<file path="src/rtl/sdram_arbiter.sv">
// Two-port round-robin arbiter that feeds single SDRAM transactions to a memory controller.
// One transaction is in flight at a time, and a watchdog turns a hung transaction into an error ack.
module sdram_arbiter #(
    parameter int ADDR_W  = 24,
    parameter int DATA_W  = 16,
    parameter int TIMEOUT = 255
) (
    input  logic              clk,
    input  logic              rst_n,
    input  logic              p0_req,
    input  logic              p0_we,
    input  logic [ADDR_W-1:0] p0_addr,
    input  logic [DATA_W-1:0] p0_wdata,
    output logic              p0_ack,
    output logic [DATA_W-1:0] p0_rdata,
    input  logic              p1_req,
    input  logic              p1_we,
    input  logic [ADDR_W-1:0] p1_addr,
    input  logic [DATA_W-1:0] p1_wdata,
    output logic              p1_ack,
    output logic [DATA_W-1:0] p1_rdata,
    output logic [ADDR_W-1:0] mem_rd_addr,
    output logic [ADDR_W-1:0] mem_wr_addr,
    output logic [DATA_W-1:0] mem_wr_data,
    output logic              mem_rd_enable,
    output logic              mem_wr_enable,
    input  logic              mem_busy,
    input  logic              mem_rd_ready,
    input  logic [DATA_W-1:0] mem_rd_data,
    output logic              grant,
    output logic              timeout_err
);

    typedef enum logic [1:0] {S_IDLE, S_ISSUE, S_WAIT, S_DONE} state_t;

    localparam logic [7:0] TIMEOUT_C = 8'(TIMEOUT);

    state_t            state_q, state_d;
    logic              last_grant_q, last_grant_d;
    logic              grant_q, grant_d;
    logic [7:0]        wdog_q, wdog_d;
    logic              timeout_err_q, timeout_err_d;
    logic              ack0_q, ack0_d;
    logic              ack1_q, ack1_d;
    logic [DATA_W-1:0] rdata0_q, rdata0_d;
    logic [DATA_W-1:0] rdata1_q, rdata1_d;
    logic [ADDR_W-1:0] addr_q, addr_d;
    logic              we_q, we_d;
    logic [DATA_W-1:0] wdata_q, wdata_d;
    logic              rd_en_q, rd_en_d;
    logic              wr_en_q, wr_en_d;

    logic              win_port;
    logic              win_we;
    logic [7:0]        wdog_inc;
    logic              wdog_hit;
    logic              finish;

    always_comb begin
        state_d       = state_q;
        last_grant_d  = last_grant_q;
        grant_d       = grant_q;
        wdog_d        = wdog_q;
        timeout_err_d = timeout_err_q;
        ack0_d        = 1'b0;
        ack1_d        = 1'b0;
        rdata0_d      = rdata0_q;
        rdata1_d      = rdata1_q;
        addr_d        = addr_q;
        we_d          = we_q;
        wdata_d       = wdata_q;
        rd_en_d       = rd_en_q;
        wr_en_d       = wr_en_q;
        finish        = 1'b0;

        // A lone requester wins; on a tie the port that did not win last time goes.
        win_port = (p0_req && p1_req) ? ~last_grant_q : p1_req;
        win_we   = win_port ? p1_we : p0_we;
        wdog_inc = (wdog_q == TIMEOUT_C) ? wdog_q : wdog_q + 8'd1;
        wdog_hit = (wdog_inc == TIMEOUT_C);

        case (state_q)
            S_IDLE: begin
                if (p0_req || p1_req) begin
                    state_d      = S_ISSUE;
                    grant_d      = win_port;
                    last_grant_d = win_port;
                    addr_d       = win_port ? p1_addr : p0_addr;
                    wdata_d      = win_port ? p1_wdata : p0_wdata;
                    we_d         = win_we;
                    rd_en_d      = ~win_we;
                    wr_en_d      = win_we;
                    wdog_d       = 8'd0;
                end
            end
            S_ISSUE: begin
                wdog_d = wdog_inc;
                // The controller ignores enables during refresh, so keep them up until it goes busy.
                if (mem_busy) begin
                    state_d = S_WAIT;
                    rd_en_d = 1'b0;
                    wr_en_d = 1'b0;
                end else if (wdog_hit) begin
                    timeout_err_d = 1'b1;
                    finish        = 1'b1;
                end
            end
            S_WAIT: begin
                wdog_d = wdog_inc;
                if (!we_q && mem_rd_ready) begin
                    if (grant_q) rdata1_d = mem_rd_data;
                    else         rdata0_d = mem_rd_data;
                    finish = 1'b1;
                end else if (we_q && !mem_busy) begin
                    finish = 1'b1;
                end else if (wdog_hit) begin
                    timeout_err_d = 1'b1;
                    finish        = 1'b1;
                end
            end
            S_DONE: begin
                state_d = S_IDLE;
            end
            default: begin
                state_d = S_IDLE;
            end
        endcase

        // DONE carries the ack and blocks arbitration for a cycle, so a req still high during ack is not re-served.
        if (finish) begin
            state_d = S_DONE;
            rd_en_d = 1'b0;
            wr_en_d = 1'b0;
            ack0_d  = ~grant_q;
            ack1_d  = grant_q;
        end
    end

    always_ff @(posedge clk) begin
        if (!rst_n) begin
            state_q       <= S_IDLE;
            last_grant_q  <= 1'b1;
            grant_q       <= 1'b0;
            wdog_q        <= 8'd0;
            timeout_err_q <= 1'b0;
            ack0_q        <= 1'b0;
            ack1_q        <= 1'b0;
            rdata0_q      <= '0;
            rdata1_q      <= '0;
            addr_q        <= '0;
            we_q          <= 1'b0;
            wdata_q       <= '0;
            rd_en_q       <= 1'b0;
            wr_en_q       <= 1'b0;
        end else begin
            state_q       <= state_d;
            last_grant_q  <= last_grant_d;
            grant_q       <= grant_d;
            wdog_q        <= wdog_d;
            timeout_err_q <= timeout_err_d;
            ack0_q        <= ack0_d;
            ack1_q        <= ack1_d;
            rdata0_q      <= rdata0_d;
            rdata1_q      <= rdata1_d;
            addr_q        <= addr_d;
            we_q          <= we_d;
            wdata_q       <= wdata_d;
            rd_en_q       <= rd_en_d;
            wr_en_q       <= wr_en_d;
        end
    end

    assign p0_ack        = ack0_q;
    assign p1_ack        = ack1_q;
    assign p0_rdata      = rdata0_q;
    assign p1_rdata      = rdata1_q;
    assign mem_rd_addr   = addr_q;
    assign mem_wr_addr   = addr_q;
    assign mem_wr_data   = wdata_q;
    assign mem_rd_enable = rd_en_q;
    assign mem_wr_enable = wr_en_q;
    assign grant         = grant_q;
    assign timeout_err   = timeout_err_q;

endmodule

</file>
<file path="config.mk">
export PLATFORM = sky130hd
export DESIGN_NAME = sdram_arbiter
export DESIGN_NICKNAME = d
export VERILOG_FILES = /design/src/rtl/sdram_arbiter.sv
export SDC_FILE = /design/constraint.sdc
export NUM_CORES = 1
export LEC_CHECK = 0
export CAP_MARGIN = 20
export CELL_PAD_IN_SITES_DETAIL_PLACEMENT = 0
export CELL_PAD_IN_SITES_GLOBAL_PLACEMENT = 1
export CORE_MARGIN = 1.5
export CORE_UTILIZATION = 38
export CTS_BUF_LIST = sky130_fd_sc_hd__clkbuf_4
export CTS_CLUSTER_DIAMETER = 120
export DETAILED_ROUTE_END_ITERATION = 10
export DONT_BUFFER_PORTS = 1
export PLACE_DENSITY = 0.67
export SLEW_MARGIN = 20
export SYNTH_ARGS = -nofsm -noshare
export SYNTH_HDL_FRONTEND = slang
export SYNTH_SLANG_ARGS = --single-unit
</file>
<file path="constraint.sdc">
create_clock -name clk -period 2.9 [get_ports clk]
set_input_delay 0.145 -clock clk [delete_from_list [all_inputs] [get_ports clk]]
set_output_delay 0.145 -clock clk [all_outputs]
set_load 0.02 [all_outputs]
</file>
==> impl_metrics.csv, run 1 <==
group,metric,value,unit
outcome,status,"finished clean",
place,globalplace.congestion,0.902,
setup_path,r2r_slack,400,ps
yosys,syn-mean-instance-area,8.53,µm²
finish,layout.nets,658,
floorplanning,die_h,108,µm
place,hpwl,7360,µm
yosys,ys_seq_area_frac,0.430,
floorplanning,pin_count,206,
setup_path,cp-startpoint,"wdog_q[0]",
cts,postCtsSetupRepairBufs,0,
power_and_ir_drop,worst_ir_drop_vdd,0.388,mV
global_route,grt_use_total,0.198,
finish,multi_input_area,2030,µm²
finish,antennaDiodeCount,0,
cts,clock_path_buffers,2,
global_route,antenna_found_initial,0,
drt,vias_per_cell,5.32,
sta,finalSetupTns,0,ps
sta,period_needed,2500,ps
finish,fill_cells,1012,
floorplanning,fp-row-count,38,
cts,cts_tree,"yes",
yosys,netlist_instances,491,
yosys,synth.top_cell.area_share,0.430,
sta,rsz0062_at_grt,"no",
cts,clock_latency,460,ps
floorplanning,initial_core_util,0.388,
sta,slew_headroom,0.554,
cts,clockRootBuffer,"clkbuf_4",
setup_path,crit_chain,"ha_1, nand4_1, o21ai_0, o211ai_1, or4_1, a2111oi_4",
setup_path,reg2reg_depth,6,
setup_path,critical-path-max-stage-delay,660,ps
drt,routedWlPerCell,16.9,µm
sta,finalMaxSlewViolations,0,
finish,syn_to_final_growth,24.6,%
job,drv_cap,0,
setup_path,worstPathMaxFanout,11,
cts,numCtsBuffers,9,
yosys,netlist_area,4190,µm²
yosys,async_flop_share,0,
drt,firstDrtPassIters,4,
place,place_area,4110,µm²
floorplanning,dieArea,11700,µm²
yosys,synth_common_cells,"90 x dfxtp_1, 82 x nand2_1, 51 x nor2_1, 43 x a21oi_1, 43 x mux2i_1",
setup_path,worst_path_max_delay_cell,"or4_1",
finish,fin_area,5220,µm²
setup_path,r2r-end,"p0_ack",
yosys,yosysMostFrequentCell,"dfxtp_1",
global_route,grt_max_degree,44,
worst_hold_path,hold_class,"input port to flip-flop",
finish,drive_above_1_share,0.0542,
cts,htreeDepth,3,
cts,clk_pin_slew,130,ps
sta,clock_skew,21.2,ps
floorplanning,fp.dieW,108,µm
yosys,synth-edff-count,0,
cts,cts.sinks,90,
worst_hold_path,worstHoldPathCells,4,
setup_path,end_kind,"flip-flop",
global_route,grt_overflow,0,
sta,timing.final.crit_share,0.861,
drt,drc,0,
sta,hold_viol,0,
finish,final_cells,693,
setup_path,worstPathRequired,3260,ps
sta,tightest_slew,670,ps
drt,drt_iter0_drc,167,
place,port_buffers,0,
setup_path,crit_end,"p0_ack",
yosys,synth_ff_type,"dfxtp_1",
setup_path,rr_startpoint,"wdog_q[0]",
setup_path,path_class,"flip-flop to flip-flop",
setup_path,start_kind,"flip-flop",
setup_path,crit_arrival,2850,ps
yosys,yosys-top-cells-area,"dfxtp_1 43%, mux2i_1 10%, a211oi_1 7.3%, nand2_1 7.3%, a21oi_1 5.1%",
power_and_ir_drop,p_leak,1.90,nW
global_route,grt_pass1_vias,3562,
yosys,netlist-cell-type-count,46,
power_and_ir_drop,p_per_area,629,nW/µm²
place,place_inst,577,
drt,ant_nets,0,
yosys,ys_ff_latch,90,
yosys,synth_area_leader_cell,"dfxtp_1",
finish,register_area,1800,µm²
sta,setup_viol,0,
global_route,grt_pass1_wl,17900,µm
yosys,syn-num-nets,600,
yosys,yosysWarnings,0,
drt,vias,3684,
floorplanning,core_area,10800,µm²
drt,drt_wl_total,11700,µm
sta,fmax,0.401,GHz
-- cell families (layout without fill, tap and decap cells) --
| kind of cell | count (synthesis) | count (layout) | synth area share |
|---|---|---|---|
| simple gates | 164 | 164 | 0.166 |
| compound gates | 122 | 122 | 0.194 |
| flops | 90 | 90 | 0.430 |
| buf+inv | 66 | 128 | 0.0899 |
| mux | 43 | 43 | 0.103 |
| fa+ha+maj | 5 | 5 | 0.0149 |
| xor+xnor | 1 | 1 | 0.00209 |
-- state kept, by name (all words and copies together) (netlist names) --
signal / count
mem_rd_addr: 24
mem_rd_enable: 1
grant: 1
p0_rdata: 16
state_q: 2
mem_wr_enable: 1
timeout_err: 1
we_q: 1
last_grant_q: 1
mem_wr_data: 16
wdog_q: 8
p1_rdata: 16
p1_ack: 1
p0_ack: 1
-- power by group --
part | total [mW] | switching, mW | internal [mW]
Clock | 0.612 | 0.430 | 0.181
Sequential | 1.81 | 0.415 | 1.39
Combinational | 0.868 | 0.461 | 0.407
Total | 3.28 | 1.31 | 1.98
-- per-layer routing --
metal  wire length (µm)  global-route usage
met1               4680               0.222
met2               5870               0.343
met3                955              0.0663
met4                200              0.0827
met5                  0                   0
-- how the worst min path moves through the flow --
stage | start | end
detailed placement | rst_n | last_grant_q
global route | p1_we | mem_rd_enable
finish | p1_we | mem_rd_enable
CTS | p1_we | mem_rd_enable
global placement | rst_n | last_grant_q
floorplan | rst_n | last_grant_q
-- stage by stage --
step                worst slack [ps]  hold WS (ps)  power (mW)   util
CTS                              423          24.7        3.30  0.484
global route                     286          72.3        3.48  0.484
global placement                 516           238        2.51  0.380
finish                           404          54.6        3.28  0.484
floorplan                        788           221        2.44      -
detailed placement               450           232        2.53  0.380
-- worst max-delay path, delay by kind of cell (launching register included) --
kind	cells	cell delay, ps
DFF	1	470
and+or+nand+nor	2	840
adders and majority gates	1	420
AOI/OAI and AO/OA	3	680
-- cell type report --
type                    count  area share
repair buffers            109       0.210
well taps                 140      0.0335
flip-flops and latches     90       0.345
inverters                   4     0.00288
multi-input cells         335       0.388
clock buffers              10      0.0144
clock inverters             5     0.00575
-- repair_timing --
action                                 in CTS  in global routing
hold buffers                              101                  0
resized for setup                           0                  0
endpoints found under the hold margin      81                  0
-- cell usage in the layout, fill, tap and decap left out, types with 6 or more instances in the layout --
| cell | instances |
|---|---|
| dlygate4sd3_1 | 101 |
| a211oi_1 | 41 |
| mux2i_1 | 43 |
| clkbuf_4 | 10 |
| nor2_1 | 51 |
| a21oi_1 | 43 |
| dfxtp_1 | 90 |
| o21ai_0 | 9 |
| buf_4 | 6 |
| nand2_1 | 82 |
(Power assumes the default switching activity.)
==> inputs of run 2 (changes only) <==
--- a/config.mk
+++ b/config.mk
@@ -9,12 +9,12 @@
 export CELL_PAD_IN_SITES_DETAIL_PLACEMENT = 0
 export CELL_PAD_IN_SITES_GLOBAL_PLACEMENT = 1
 export CORE_MARGIN = 1.5
-export CORE_UTILIZATION = 38
+export CORE_UTILIZATION = 46
 export CTS_BUF_LIST = sky130_fd_sc_hd__clkbuf_4
 export CTS_CLUSTER_DIAMETER = 120
 export DETAILED_ROUTE_END_ITERATION = 10
 export DONT_BUFFER_PORTS = 1
-export PLACE_DENSITY = 0.67
+export PLACE_DENSITY = 0.79
 export SLEW_MARGIN = 20
 export SYNTH_ARGS = -nofsm -noshare
 export SYNTH_HDL_FRONTEND = slang
==> impl_metrics.csv, run 2 (same netlist as run 1, synthesis figures left out) <==
group,metric,value,unit
setup_path,end_kind,"flip-flop",
finish,final_cells,661,
global_route,grt_max_degree,75,
finish,layout_commonest_cell,"dlygate4sd3_1",
cts,ctsResizeCount,0,
cts,clock_path_buffers,2,
drt,routedWlPerCell,17.3,µm
sta,period_needed,2480,ps
power_and_ir_drop,combPwrFrac,0.252,
place,dp_slack,428,ps
cts,hold_buffers,102,
cts,cts_tree,"yes",
floorplanning,dieArea,9690,µm²
floorplanning,core_area,8760,µm²
cts,numCtsBuffers,9,
drt,vias,3752,
drt,vias_per_cell,5.68,
sta,finalSetupTns,0,ps
drt,drt_iter0_drc,169,
setup_path,worstPathRequired,3290,ps
global_route,antenna_found_initial,0,
global_route,grt_pass1_vias,3679,
finish,multi_input_area,2030,µm²
global_route,grt_pass1_wl,18500,µm
outcome,status,"finished clean",
power_and_ir_drop,worst_ir_drop_vdd,0.414,mV
cts,cts.sinks,90,
worst_hold_path,hold_class,"input port to flip-flop",
sta,finalMaxSlewViolations,0,
floorplanning,initial_core_util,0.478,
setup_path,start_kind,"flip-flop",
power_and_ir_drop,clockPowerShare,0.214,
floorplanning,fp.dieW,98.4,µm
sta,clock_skew,31.4,ps
setup_path,crit_arrival,2870,ps
drt,drt_wl_total,11400,µm
sta,worst_slack,422,ps
finish,antennaDiodeCount,0,
job,drv_cap,0,
power_and_ir_drop,switchingPower,1.39,mW
sta,setup_viol,0,
cts,clockRootBuffer,"clkbuf_4",
cts,clock_latency,470,ps
finish,fill_cells,762,
cts,postCtsSetupRepairBufs,0,
finish,largest_register_ffs,24,
drt,drc,0,
place,port_buffers,0,
cts,clk_pin_slew,190,ps
finish,syn_to_final_growth,24.3,%
finish,drive_above_1_share,0.0561,
setup_path,path_class,"flip-flop to flip-flop",
sta,timing.final.crit_share,0.854,
place,place_inst,543,
place,hpwl,7140,µm
floorplanning,die_h,98.4,µm
power_and_ir_drop,p_leak,1.91,nW
sta,hold_viol,0,
power_and_ir_drop,power_frac_seq,0.534,
sta,fmax,0.404,GHz
finish,final_cell_mix,"102 x dlygate4sd3_1, 90 x dfxtp_1, 82 x nand2_1",
floorplanning,pin_count,206,
global_route,grt_use_total,0.237,
drt,ant_nets,0,
sta,slew_headroom,0.434,
sta,rsz0062_at_grt,"no",
floorplanning,fp-row-count,34,
finish,layout.nets,657,
power_and_ir_drop,p_per_area,649,nW/µm²
finish,register_area,1800,µm²
drt,firstDrtPassIters,4,
sta,tightest_slew,840,ps
power_and_ir_drop,p_total,3.38,mW
power_and_ir_drop,swShare,0.410,
cts,htreeDepth,3,
global_route,grt_overflow,0,
place,globalplace.congestion,0.807,
setup_path,worstPathMaxFanout,11,
power_and_ir_drop,intPower,1.99,mW
==> run 2: cell types whose count changed in the layout (fill, tap and decap cells not counted), sizes merged <==
cell and delta:
buf -2, clkbuf -1, clkinv +1, dlygate4sd3 +1, inv +1
==> run 2: final timing paths <==
check	start	endpoint	slack (ps)	cells past startpoint
setup / recovery	wdog_q[0]	p0_ack	420	6
setup reg to reg	wdog_q[0]	p0_ack	420	6
hold reg to reg	wdog_q[1]	wdog_q[1]	550	2
hold / removal	p0_req	mem_rd_addr[0]	40	2
==> run 2: final cells by class <==
type                            count  area share
Multi-Input combinational cell    335       0.389
Timing Repair Buffer              108       0.207
Clock inverter                      7      0.0156
Sequential cell                    90       0.346
Clock buffer                        9      0.0130
Inverter                            4     0.00288
Tap cell                          108      0.0259
==> run 2: worst max-delay path, cell delays in order, from the launching register on <==
cell and delay [ps]:
dfxtp_1 470, ha_1 430, nand4_1 190, o21ai_0 190
o211ai_1 100, or4_1 660, a2111oi_4 390
==> run 2: per-layer routing <==
layer / GRT usage / wire, µm / vias to the layer above
li1: - / - / 1824
met1: 0.286 / 4770 / 1740
met2: 0.410 / 5620 / 168
met3: 0.0560 / 778 / 20
met4: 0.0932 / 276 / 0
met5: 0 / 0 / -
==> run 2: power by group through the flow <==
stage,sequential [mW],combinational (mW),clock (mW)
floorplan,1.68,0.759,0
global placement,1.83,0.653,0
detailed placement,1.83,0.674,0
CTS,1.81,0.829,0.742
global route,1.83,0.956,0.789
finish,1.81,0.852,0.723
==> run 2: per-stage QoR <==
stage,instance area (µm²),utilization,hold slack (ps)
floorplan,4190,-,221
global placement,4040,0.461,233
detailed placement,4040,0.461,257
CTS,5210,0.594,11.2
global route,5210,0.594,28.0
finish,5210,0.594,41.6
